===== src/rtl/left_shift_sequencer_pkg.sv =====
// Shared definitions for the multi-cycle left-shift sequencer.
package left_shift_sequencer_pkg;
   localparam int SLICE_W = 4;

   typedef enum logic [1:0] {
      ST_IDLE  = 2'd0,
      ST_SHIFT = 2'd1,
      ST_DONE  = 2'd2
   } state_t;
endpackage


===== src/rtl/left_shift_sequencer_shifter.sv =====
// 4-bit, one-position left shifter slice with carry in/out for chaining.
module left_shifter_x1_4b (
   input  logic       sh,
   input  logic       cin,
   input  logic [3:0] d,
   output logic [3:0] q,
   output logic       cout
);
   always_comb begin
      q    = d;
      cout = 1'b0;
      if (sh) begin
         q    = {d[2:0], cin};
         cout = d[3];
      end
   end
endmodule


===== src/rtl/left_shift_sequencer.sv =====
// Sequencer: shifts the working register one bit per clock through a chain
// of 4-bit slices until the saturated shift amount is used up.
module left_shift_sequencer
   import left_shift_sequencer_pkg::*;
#(
   parameter int WIDTH = 8,
   parameter int CNT_W = 4
) (
   input  logic             clk,
   input  logic             rst_n,
   input  logic             start,
   input  logic [WIDTH-1:0] data_in,
   input  logic [CNT_W-1:0] amt,
   input  logic             fill,
   output logic             busy,
   output logic             done,
   output logic [WIDTH-1:0] data_out,
   output logic             cout,
   output logic             err
);
   localparam int NS = WIDTH / SLICE_W;
   localparam logic [CNT_W-1:0] WIDTH_CNT = CNT_W'(WIDTH);

   if (WIDTH % SLICE_W != 0 || WIDTH < SLICE_W) begin : g_chk_width
      $error("WIDTH must be a non-zero multiple of 4");
   end
   if ((1 << CNT_W) <= WIDTH) begin : g_chk_cnt
      $error("CNT_W too small to hold WIDTH");
   end

   state_t           state;
   logic [CNT_W-1:0] cnt;
   logic             fill_q;
   logic [WIDTH-1:0] chain;
   logic [NS:0]      carry;
   logic             amt_big;
   logic [CNT_W-1:0] amt_sat;

   assign amt_big  = ({1'b0, amt} > {1'b0, WIDTH_CNT});
   assign amt_sat  = amt_big ? WIDTH_CNT : amt;
   assign carry[0] = fill_q;

   for (genvar i = 0; i < NS; i++) begin : g_slice
      left_shifter_x1_4b u_slice (
         .sh   (state == ST_SHIFT),
         .cin  (carry[i]),
         .d    (data_out[SLICE_W*i +: SLICE_W]),
         .q    (chain[SLICE_W*i +: SLICE_W]),
         .cout (carry[i+1])
      );
   end

   // busy/done are registered alongside the state so they track it exactly.
   always_ff @(posedge clk or negedge rst_n) begin
      if (!rst_n) begin
         state    <= ST_IDLE;
         cnt      <= '0;
         fill_q   <= 1'b0;
         data_out <= '0;
         cout     <= 1'b0;
         err      <= 1'b0;
         busy     <= 1'b0;
         done     <= 1'b0;
      end else begin
         case (state)
            ST_IDLE: begin
               done <= 1'b0;
               if (start) begin
                  data_out <= data_in;
                  fill_q   <= fill;
                  cout     <= 1'b0;
                  err      <= amt_big;
                  cnt      <= amt_sat;
                  if (amt_sat == '0) begin
                     state <= ST_DONE;
                     done  <= 1'b1;
                  end else begin
                     state <= ST_SHIFT;
                     busy  <= 1'b1;
                  end
               end
            end
            ST_SHIFT: begin
               data_out <= chain;
               cout     <= carry[NS];
               cnt      <= cnt - 1'b1;
               if (cnt == 1) begin
                  state <= ST_DONE;
                  busy  <= 1'b0;
                  done  <= 1'b1;
               end
            end
            ST_DONE: begin
               done  <= 1'b0;
               state <= ST_IDLE;
            end
            default: begin
               state <= ST_IDLE;
               busy  <= 1'b0;
               done  <= 1'b0;
            end
         endcase
      end
   end
endmodule


===== config.mk =====
export PLATFORM = sky130hd
export DESIGN_NAME = left_shift_sequencer
export DESIGN_NICKNAME = d
export VERILOG_FILES = /design/src/rtl/left_shift_sequencer_pkg.sv /design/src/rtl/left_shift_sequencer_shifter.sv /design/src/rtl/left_shift_sequencer.sv
export SDC_FILE = /design/constraint.sdc
export NUM_CORES = 1
export LEC_CHECK = 0
export BUFFER_PORTS_ARGS = -buffer_cell sky130_fd_sc_hd__buf_2
export CORE_ASPECT_RATIO = 0.7
export CORE_UTILIZATION = 52
export DETAILED_ROUTE_END_ITERATION = 8
export PLACE_DENSITY_LB_ADDON = 0.25
export REMOVE_ABC_BUFFERS = 1
export SYNTH_ARGS = -nofsm -noshare
export SYNTH_HDL_FRONTEND = slang
export SYNTH_HIERARCHICAL = 1
export SYNTH_SLANG_ARGS = --single-unit
export TNS_END_PERCENT = 10

===== constraint.sdc =====
create_clock -name clk -period 2 [get_ports clk]
set_clock_uncertainty 0.15 [all_clocks]
set_input_delay 0.4 -clock clk [delete_from_list [all_inputs] [get_ports clk]]
set_output_delay 0.4 -clock clk [all_outputs]
set_load 0.005 [all_outputs]

==> flow_metrics.env <==
export IMPL_cts_sinks=19
export IMPL_start_util_pct=57.72
export IMPL_chipWidth_um=57.41
export IMPL_setup_tns_ns=0
export IMPL_wl_per_cell_um=13.59
export IMPL_yosys_area_top_type_share_pct=42.55
export IMPL_synth_seq_area_share_pct=42.55
export IMPL_routed_wl_um=2310
export IMPL_path_class="reg2reg"
export IMPL_nets=167
export IMPL_drc_errors=1
export IMPL_max_cap_violations=0
export IMPL_overflow=0
export IMPL_ys_warnings_count=6
export IMPL_cp_end_kind="flop"
export IMPL_clk_latency_ns=0.30
export IMPL_io_buffers=27
export IMPL_min_period_over_period_pct=90.04
export IMPL_crit_chain="nand2b_1 > inv_2 > mux2_2 > a22oi_1 > o21ai_1"
export IMPL_finalCriticalPeriod_ns=1.801
export IMPL_ys_types=31
export IMPL_die_area_um2=2341
export IMPL_pin_count=28
export IMPL_grt_pass1_wl_um=3657
export IMPL_slew_violations=0
export IMPL_max_freq_mhz=555.3
export IMPL_setup_viol=0
export IMPL_synth_edff_count=0
export IMPL_dieHeight_um=40.78
export IMPL_num_vias=961
export IMPL_routabilityCongestion=0.8031
export IMPL_status="finished, violations left"
export IMPL_yosysTopAreaCell="dfrtp_1"
export IMPL_grt_pass1_vias=826
export IMPL_final_hold_violation_count=0
export IMPL_p_leak_nw=0.6222
export IMPL_synth_cells=119
export IMPL_cts_tree="yes"
export IMPL_h_tree_depth=1
export IMPL_n_antenna_cell=0
export IMPL_ant_nets=0
export IMPL_cp_slowest_cell="dfrtp_1"
export IMPL_synth_avg_cell_area_um2=9.389
export IMPL_drt_iter0_drc=40
export IMPL_yosysMostFrequentCell="dfrtp_1"
export IMPL_core_um2=1936
export IMPL_ys_ff_latch=19
export IMPL_grt_max_degree=24
export IMPL_area_delta_synth_final_pct=17.25
export IMPL_antenna_found_initial=0
export IMPL_powerDensity_nw_per_um2=1467
export IMPL_min_path_type="in2reg"
export IMPL_cts_resized=0
export IMPL_ir_drop_mv=0.9430
export IMPL_synth_area_top_cells="dfrtp_1, mux2_2, nor2b_1, a22oi_1, a21oi_1"
export IMPL_viasPerCell=5.653
export IMPL_async_reset_ff_share_pct=100.0
export IMPL_arrival_ns=1.84
export IMPL_max_stage_delay_ns=0.39
export IMPL_path_max_fanout=23
export IMPL_ys_top_cells_by_count="dfrtp_1, nor2b_1, a21oi_1"
export IMPL_cts_made_buffers=3
export IMPL_drtPass1Iterations=6
export IMPL_drive_gt1_share_pct=31.76
export IMPL_rows=13
export IMPL_root_buffer="clkbuf_4"
export IMPL_syn_cell_area_um2=1117
export IMPL_clk_path_buf_depth=2
export IMPL_rsz0062_at_grt="no"
export IMPL_critPathLaunchType="flop"
export IMPL_clk_pin_slew_ns=0.11
export IMPL_crit_required_ns=2.04
export IMPL_violations="DRC"
export IMPL_dpl_hpwl_um=1670
export IMPL_worst_pin_slew_ns=0.4313
export IMPL_ys_flop_type="dfrtp_1"
export IMPL_grt_use_total_pct=21.55
export IMPL_relSlewSlack_pct=71.25
export IMPL_whs_ns=0.1629
-- per-stage QoR --
| stage | setup slack (ns) | power [mW] | cells | instance area [um^2] | utilization (%) |
|---|---|---|---|---|---|
| finish | 0.1993 | 1.921 | 170 | 1310 | 67.68 |
| global route | 0.06899 | 2.099 | 170 | 1310 | 67.68 |
| CTS | 0.1935 | 1.935 | 170 | 1310 | 67.68 |
| detailed placement | 0.2184 | 1.733 | 165 | 1272 | 65.74 |
| global placement | 0.2860 | 1.698 | 165 | 1272 | 65.74 |
| floorplan | 0.1256 | 1.405 | 112 | 1080 | - |
-- layout by cell type, fill, tap and decap left out, types with 2 or more instances in the layout --
cell type and count:
buf_2 27, dfrtp_1 19, nor2b_1 11, a21oi_1 9
nand2_1 8, a22oi_1 8, o21ai_1 8, mux2_2 8
o21ai_0 5, nor2_1 5, nand2b_1 4, inv_1 4
buf_4 4, a31oi_1 3, clkbuf_4 3, o311ai_1 2
or3_1 2, nand3b_1 2, ha_1 2, and2_2 2
-- repair_timing --
action | in CTS | in global routing
setup endpoints to repair | 0 | 0
buffers inserted | 0 | 0
endpoints found under the hold margin | 19 | 0
hold buffers | 1 | 0
-- power breakdown --
group	total (mW)	leakage [nW]	internal [mW]	switching (mW)
logic	1.01	0.369	0.506	0.502
registers	0.714	0.236	0.566	0.148
clock network	0.199	0.0177	0.0746	0.124
total	1.92	0.622	1.15	0.775
-- layout make-up --
type | instances | area [um^2]
multi-input combinational | 88 | 585.6
sequential | 19 | 475.5
fill | 168 | 625.6
clock inverter | 1 | 5.005
clock buffer | 3 | 22.52
tap | 22 | 27.53
timing repair buffer | 32 | 175.2
inverter | 5 | 18.77
-- layer usage --
layer	part of all wire [%]	track usage (%)	routed length, um
met5	0	0	0
met4	0	1.829	0
met3	4.8	5.678	112
met2	47	41.86	1089
met1	48	25.78	1109
-- path summary, 6_finish.rpt --
path                       startpoint          end  slack, ns  cells after the start
min in group asynchronous       rst_n         busy       0.40                      2
setup / recovery             state[1]  data_out[7]       0.20                      5
setup reg to reg             state[1]  data_out[7]       0.20                      5
hold reg to reg                fill_q       fill_q       0.36                      1
hold / removal                   fill       fill_q       0.16                      2
max in group asynchronous       rst_n  data_out[4]       1.00                      2
-- worst max-delay path: cells and delay by family, from the launching register on --
family | cells | cell delay [ns]
AO/OA/AOI/OAI | 2 | 0.25
buffers and inverters | 1 | 0.31
flip-flops | 1 | 0.39
multiplexers | 1 | 0.38
AND/OR/NAND/NOR | 1 | 0.20
-- registers in the layout, summed over array words and instances (netlist names) --
signal / flops
data_out: 8
cnt: 4
state: 2
busy: 1
cout: 1
done: 1
err: 1
fill_q: 1
-- kinds of logic after synthesis --
family	Yosys count	share of synthesized area [%]
compound gates	38	20.83
buf+inv	12	5.037
mux	9	9.071
flops	19	42.55
fa+ha+maj	2	2.239
simple gates	39	20.27
(Power assumes the default switching activity.)
